## src/rtl/sram_pkg.sv

```systemverilog
// Shared types and helpers for the dual-port scratch SRAM.
// Holds the init/ready state encoding, read-during-write mode codes and the read latency legality check.
package sram_pkg;

    typedef enum logic {
        INIT  = 1'b0,
        READY = 1'b1
    } state_t;

    localparam int RDW_READ_FIRST  = 0;
    localparam int RDW_WRITE_FIRST = 1;

    localparam int READ_LAT_MIN = 1;
    localparam int READ_LAT_MAX = 2;

    function automatic bit read_lat_ok(input int lat);
        return (lat >= READ_LAT_MIN) && (lat <= READ_LAT_MAX);
    endfunction

endpackage

```

## src/rtl/sram_port_pipe.sv

```systemverilog
// Per-port read pipeline: one or two register stages between the array read and data_out/valid.
// data_out only reloads when a read completes, so it holds the last read value between reads.
module sram_port_pipe #(
    parameter int DATA_W   = 16,
    parameter int READ_LAT = 1
) (
    input  logic              clk,
    input  logic              rst,
    input  logic              req,
    input  logic [DATA_W-1:0] rd_data,
    output logic [DATA_W-1:0] data_out,
    output logic              valid
);

    logic              s1_valid;
    logic [DATA_W-1:0] s1_data;

    always_ff @(posedge clk or posedge rst) begin
        if (rst) begin
            s1_valid <= 1'b0;
            s1_data  <= '0;
        end else begin
            s1_valid <= req;
            if (req) begin
                s1_data <= rd_data;
            end
        end
    end

    if (READ_LAT == 1) begin : g_lat1
        assign data_out = s1_data;
        assign valid    = s1_valid;
    end else begin : g_lat2
        logic              s2_valid;
        logic [DATA_W-1:0] s2_data;

        always_ff @(posedge clk or posedge rst) begin
            if (rst) begin
                s2_valid <= 1'b0;
                s2_data  <= '0;
            end else begin
                s2_valid <= s1_valid;
                if (s1_valid) begin
                    s2_data <= s1_data;
                end
            end
        end

        assign data_out = s2_data;
        assign valid    = s2_valid;
    end

endmodule

```

## src/rtl/dual_port_sram_ex.sv

```systemverilog
// True dual-port synchronous SRAM with byte enables, zero-init sweep after reset,
// selectable read-during-write behaviour and deterministic write-collision merging.
module dual_port_sram_ex
    import sram_pkg::*;
#(
    parameter int DATA_W   = 16,
    parameter int ADDR_W   = 4,
    parameter int READ_LAT = 1,
    parameter int RDW_MODE = 0,
    parameter int PRIO_A   = 1,
    parameter int CNT_W    = 8
) (
    input  logic                clk,
    input  logic                rst,
    input  logic                enable_a,
    input  logic                enable_b,
    input  logic                we_a,
    input  logic                we_b,
    input  logic [DATA_W/8-1:0] be_a,
    input  logic [DATA_W/8-1:0] be_b,
    input  logic [ADDR_W-1:0]   addr_a,
    input  logic [ADDR_W-1:0]   addr_b,
    input  logic [DATA_W-1:0]   data_in_a,
    input  logic [DATA_W-1:0]   data_in_b,
    output logic [DATA_W-1:0]   data_out_a,
    output logic [DATA_W-1:0]   data_out_b,
    output logic                valid_a,
    output logic                valid_b,
    output logic                busy,
    output logic                collision,
    output logic [CNT_W-1:0]    collision_cnt,
    output state_t              state
);

    localparam int DEPTH = 2 ** ADDR_W;
    localparam int NB    = DATA_W / 8;

    if (!read_lat_ok(READ_LAT)) begin : g_bad_read_lat
        $error("dual_port_sram_ex: READ_LAT must be 1 or 2");
    end

    logic [DATA_W-1:0] mem [DEPTH];
    logic [ADDR_W-1:0] ptr;
    state_t            state_nx;

    logic              ready;
    logic              wr_a, wr_b, rd_a, rd_b, coll_hit;
    logic [DATA_W-1:0] rdata_a, rdata_b;

    function automatic logic [DATA_W-1:0] merge_bytes(input logic [DATA_W-1:0] old_w,
                                                      input logic [DATA_W-1:0] new_w,
                                                      input logic [NB-1:0]     be);
        logic [DATA_W-1:0] res;
        res = old_w;
        for (int i = 0; i < NB; i++) begin
            if (be[i]) res[i*8 +: 8] = new_w[i*8 +: 8];
        end
        return res;
    endfunction

    always_comb begin
        ready    = (state == READY);
        wr_a     = ready && enable_a && we_a;
        wr_b     = ready && enable_b && we_b;
        rd_a     = ready && enable_a && !we_a;
        rd_b     = ready && enable_b && !we_b;
        // A collision needs both ports actually modifying the same word.
        coll_hit = wr_a && wr_b && (addr_a == addr_b) && (|be_a) && (|be_b);
    end

    always_ff @(posedge clk or posedge rst) begin
        if (rst) begin
            state <= INIT;
            ptr   <= '0;
        end else begin
            state <= state_nx;
            if (state == INIT) begin
                ptr <= ptr + 1'b1;
            end
        end
    end

    always_comb begin
        state_nx = state;
        case (state)
            INIT:    if (ptr == ADDR_W'(DEPTH - 1)) state_nx = READY;
            READY:   state_nx = READY;
            default: state_nx = INIT;
        endcase
    end

    assign busy = (state == INIT);

    // Storage is not reset; the sweep clears it. Within a byte lane the winner's write is issued last.
    always_ff @(posedge clk) begin
        if (state == INIT) begin
            mem[ptr] <= '0;
        end else begin
            for (int i = 0; i < NB; i++) begin
                if (PRIO_A != 0) begin
                    if (wr_b && be_b[i]) mem[addr_b][i*8 +: 8] <= data_in_b[i*8 +: 8];
                    if (wr_a && be_a[i]) mem[addr_a][i*8 +: 8] <= data_in_a[i*8 +: 8];
                end else begin
                    if (wr_a && be_a[i]) mem[addr_a][i*8 +: 8] <= data_in_a[i*8 +: 8];
                    if (wr_b && be_b[i]) mem[addr_b][i*8 +: 8] <= data_in_b[i*8 +: 8];
                end
            end
        end
    end

    always_comb begin
        rdata_a = mem[addr_a];
        rdata_b = mem[addr_b];
        if (RDW_MODE == RDW_WRITE_FIRST) begin
            if (wr_b && (addr_b == addr_a)) rdata_a = merge_bytes(mem[addr_a], data_in_b, be_b);
            if (wr_a && (addr_a == addr_b)) rdata_b = merge_bytes(mem[addr_b], data_in_a, be_a);
        end
    end

    always_ff @(posedge clk or posedge rst) begin
        if (rst) begin
            collision     <= 1'b0;
            collision_cnt <= '0;
        end else begin
            collision <= coll_hit;
            if (coll_hit && (collision_cnt != {CNT_W{1'b1}})) begin
                collision_cnt <= collision_cnt + 1'b1;
            end
        end
    end

    sram_port_pipe #(.DATA_W(DATA_W), .READ_LAT(READ_LAT)) u_pipe_a (
        .clk      (clk),
        .rst      (rst),
        .req      (rd_a),
        .rd_data  (rdata_a),
        .data_out (data_out_a),
        .valid    (valid_a)
    );

    sram_port_pipe #(.DATA_W(DATA_W), .READ_LAT(READ_LAT)) u_pipe_b (
        .clk      (clk),
        .rst      (rst),
        .req      (rd_b),
        .rd_data  (rdata_b),
        .data_out (data_out_b),
        .valid    (valid_b)
    );

endmodule

```

## config.mk

```make
export PLATFORM = sky130hd
export DESIGN_NAME = dual_port_sram_ex
export DESIGN_NICKNAME = d
export VERILOG_FILES = /design/src/rtl/sram_pkg.sv /design/src/rtl/sram_port_pipe.sv /design/src/rtl/dual_port_sram_ex.sv
export SDC_FILE = /design/constraint.sdc
export NUM_CORES = 1
export LEC_CHECK = 0
export CAP_MARGIN = 20
export CORE_MARGIN = 3
export CORE_UTILIZATION = 57
export CTS_BUF_LIST = sky130_fd_sc_hd__clkbuf_4 sky130_fd_sc_hd__clkbuf_8
export DETAILED_ROUTE_END_ITERATION = 7
export GPL_ROUTABILITY_DRIVEN = 0
export PLACE_DENSITY = 0.77
export SLEW_MARGIN = 40
export SYNTH_ARGS = -nofsm -noshare
export SYNTH_HDL_FRONTEND = slang
export SYNTH_SLANG_ARGS = --single-unit
```

## constraint.sdc

```tcl
create_clock -name clk -period 1.9 [get_ports clk]
set_input_delay 0.19 -clock clk [delete_from_list [all_inputs] [get_ports clk]]
set_output_delay 0.19 -clock clk [all_outputs]
set_load 0.01 [all_outputs]
```

==> metrics.yaml, run 1 <==
placement:
  numPortBuffers: 94
  post-dp-hpwl_um: 36890
  place_area_um2: 21330
floorplan:
  dieArea_um2: 33310
  io_pins: 95
  core_um2: 30670
  rows: 64
  die_h_um: 182.5
  die_w_um: 182.5
  start_util_pct: 57.91
sta:
  max_freq_mhz: 480.3
  finalSetupViolCount: 513
  hold_viol: 0
  maxSlewHeadroom_pct: 46.29
  worst_pin_slew_ps: 803.1
  post-route-period-util_pct: 109.6
  slew_violations: 0
  rsz0062_at_grt: "true"
  fin_skew_ps: 32.17
  fin_ws_ps: -182.2
  final.min_clock_period_ps: 2082
routing:
  drtIter0Drc: 1516
  dr_total_vias: 12880
  wirelength_um: 56510
  firstDrtPassIters: 5
  wire_per_inst_um: 30.14
  viasPerCell: 6.868
  drc: 0
  detail-route-antenna-nets: 0
worst_setup_path:
  r2r_cells: 6
  critPathRequiredTime_ps: 2180
  worst-path-max-fanout: 8
  rr_startpoint: "state$_DFF_PP0_"
  slowest_delay_ps: 460
  rrSetupSlack_ps: -180
  start_kind: "register"
  crit_family: "compound AO/OA/AOI/OAI gates"
  crit_slowest_cell: "dfrtp_2"
  crit_buf_inv: 2
  timing.rr.end: "mem[12][10]$_DFFE_PP_"
  crit_chain: "o2111a_2 -> mux2i_4 -> nand2_2 -> buf_6 -> o22ai_4 -> buf_12"
  worstPathArrival_ps: 2360
  crit_type: "reg2reg"
  end_kind: "register"
grt:
  grt_pass1_vias: 12920
  antenna_found_initial: 0
  grt_pass1_wl_um: 81210
  grt_overflow: 0
  grt_max_degree: 49
  track_usage_pct: 32.56
pwr:
  p_leak_nw: 9.059
  power_mw: 15.20
  p_per_area_nw_per_um2: 635.8
  max-vdd-ir-drop_mv: 0.4690
finish:
  fin_area_um2: 23910
  drive_gt1_share_pct: 54.50
  n_antenna_cell: 0
  area_delta_synth_final_pct: 34.63
  nets: 1492
status:
  violations: "negative setup slack"
  status: "finished with violations"
worst_hold_path:
  holdCritPathClass: "in2reg"
  min_to: "u_pipe_b.data_out[1]$_DFFE_PP0P_"
  min_from: "addr_b[1]"
  min_path_cells: 4
yosys:
  synth.distinct_cells: 55
  yosys_warnings: 0
  async_flop_share_pct: 15.79
  synthFlopType: "edfxtp_1"
  synth_cells: 1176
  synth_seq_cells: 304
  synth_area_um2: 17760
  synth_area_per_cell_um2: 15.10
  ys_seq_area_share_pct: 50.05
  syn-num-nets: 1228
  synth_edf_count: 256
clocking:
  htreeDepth: 2
  cts_tree: "done"
  insertion_delay_ps: 600
  clock-sinks: 304
  cts_buffers: 50
  clock-root-buffer: "clkbuf_8"
  clockBufferDepth: 3
  clkTransAtPathRegs_ps: 60
job:
  cap_violations: 0
-- timing repair --
item,4_1_cts,5_1_grt
setup endpoints to repair,456,523
endpoints found under the hold margin,24,0
buffers inserted,26,15
pin swaps,39,29
hold buffers,1,0
resized for setup,135,138
-- how the worst max path moves through the flow --
stage / start / endpoint / slack (ps) / depth (start not counted)
floorplan: state$_DFF_PP0_ / mem[5][0]$_DFFE_PP_ / -60 / 5
global placement: be_b[1] / mem[9][6]$_DFFE_PP_ / -500 / 6
detailed placement: be_b[1] / mem[5][0]$_DFFE_PP_ / -540 / 6
CTS: state$_DFF_PP0_ / mem[12][8]$_DFFE_PP_ / -120 / 6
global route: state$_DFF_PP0_ / mem[12][8]$_DFFE_PP_ / -190 / 6
finish: state$_DFF_PP0_ / mem[12][10]$_DFFE_PP_ / -180 / 6
-- metrics by stage --
| stage | std cells | util (%) | setup TNS [ps] | hold slack (ps) | setup WS (ps) |
|---|---|---|---|---|---|
| final | 1875 | 77.97 | -41320 | 243.0 | -182.2 |
| after global routing | 1875 | 77.97 | -50300 | 232.9 | -193.1 |
| after CTS | 1860 | 75.62 | -15030 | 170.1 | -115.6 |
| after detailed placement | 1742 | 69.55 | -203130 | 479.5 | -543.8 |
| after global placement | 1742 | 69.55 | -186420 | 477.0 | -498.5 |
| after floorplan | 1176 | - | -5591 | 347.4 | -62.06 |
-- cell type report --
class / count / area, um^2
clock buffer: 69 / 837.1
clock inverter: 22 / 120.1
fill: 1618 / 6758
inverter: 6 / 22.52
multi-input combinational: 754 / 9661
sequential: 304 / 8890
tap: 396 / 495.5
timing repair buffer: 324 / 3886
-- power breakdown --
part | internal [mW] | switching, mW
Combinational | 1.09 | 1.08
Sequential | 7.32 | 0.0733
Clock | 2.98 | 2.66
-- kinds of logic (layout without fill, tap and decap cells) --
kind of cell,after synthesis,after routing,synth area share [%]
compound gates,122,122,4.981
buf+inv,118,421,3.431
xor+xnor,12,12,0.5918
flops,304,304,50.05
fa+ha+maj,2,2,0.1409
mux,445,445,34.49
simple gates,173,173,6.319
-- cell usage after synthesis (14+ instances only) --
| cell type | count | area share, % |
|---|---|---|
| nor2b_1 | 18 | 0.63 |
| clkbuf_1 | 44 | 0.93 |
| nand2_1 | 18 | 0.38 |
| nor2_2 | 21 | 0.74 |
| a22oi_1 | 17 | 0.72 |
| mux2i_1 | 63 | 3.6 |
| o22ai_1 | 32 | 1.1 |
| o221ai_1 | 16 | 0.79 |
| and2_0 | 14 | 0.49 |
| o32a_1 | 16 | 0.90 |
| nor2_1 | 32 | 0.68 |
| mux4_2 | 106 | 13 |
| buf_2 | 46 | 1.3 |
| mux2_2 | 273 | 17 |
| o21ai_0 | 28 | 0.79 |
| edfxtp_1 | 256 | 43 |
| dfrtp_1 | 48 | 6.8 |
-- placed cells by master (no fill, tap or decap), types with 3 or more instances in the layout --
cell,instances
o22ai_2,8
nor2_1,32
xnor2_1,3
a22oi_1,17
nand2_2,9
nor2_2,4
nor2_4,29
mux2_2,99
clkinv_1,14
buf_6,22
buf_8,3
buf_2,4
mux2i_1,60
nor4_4,3
nand4_4,4
nand2b_1,9
dfrtp_1,47
inv_1,4
o21ai_0,28
buf_12,91
nand3_1,10
clkbuf_8,51
mux4_2,106
a31oi_4,4
nand2_1,9
o22ai_4,24
edfxtp_1,256
o32a_1,16
mux2_4,176
and2_1,3
clkinv_2,6
o221ai_1,16
xor2_1,9
nand2_8,4
and2_0,14
clkbuf_4,18
clkdlybuf4s50_1,86
nor2b_1,18
buf_4,116
a22o_1,3
-- worst reg2reg max path, cell delays in order (launching register included) --
cell and delay (ps):
dfrtp_2 460, o2111a_2 400, mux2i_4 320, nand2_2 140, buf_6 150, o22ai_4 130, buf_12 170
-- flip-flops by register name, summed over array words and instances, names as in the netlist --
name and cells:
collision 1, collision_cnt 8, mem 256, ptr 4, state 1, u_pipe_a.data_out 16, u_pipe_a.valid 1, u_pipe_b.data_out 16
u_pipe_b.valid 1
-- metal layers --
metal	global-route usage [%]	wire, um	vias up
li1	-	-	5257
met4	11.85	2044	0
met1	45.84	21400	6596
met2	51.29	26910	872
met5	0	0	-
met3	6.000	6158	152
Note: power is estimated with default switching activity, not from simulation.
==> inputs of run 2 (changes only) <==
SLEW_MARGIN = 10   (was 40)
==> results of run 2 <==
The final DEF is identical to that of run 1; final timing and power are the same.
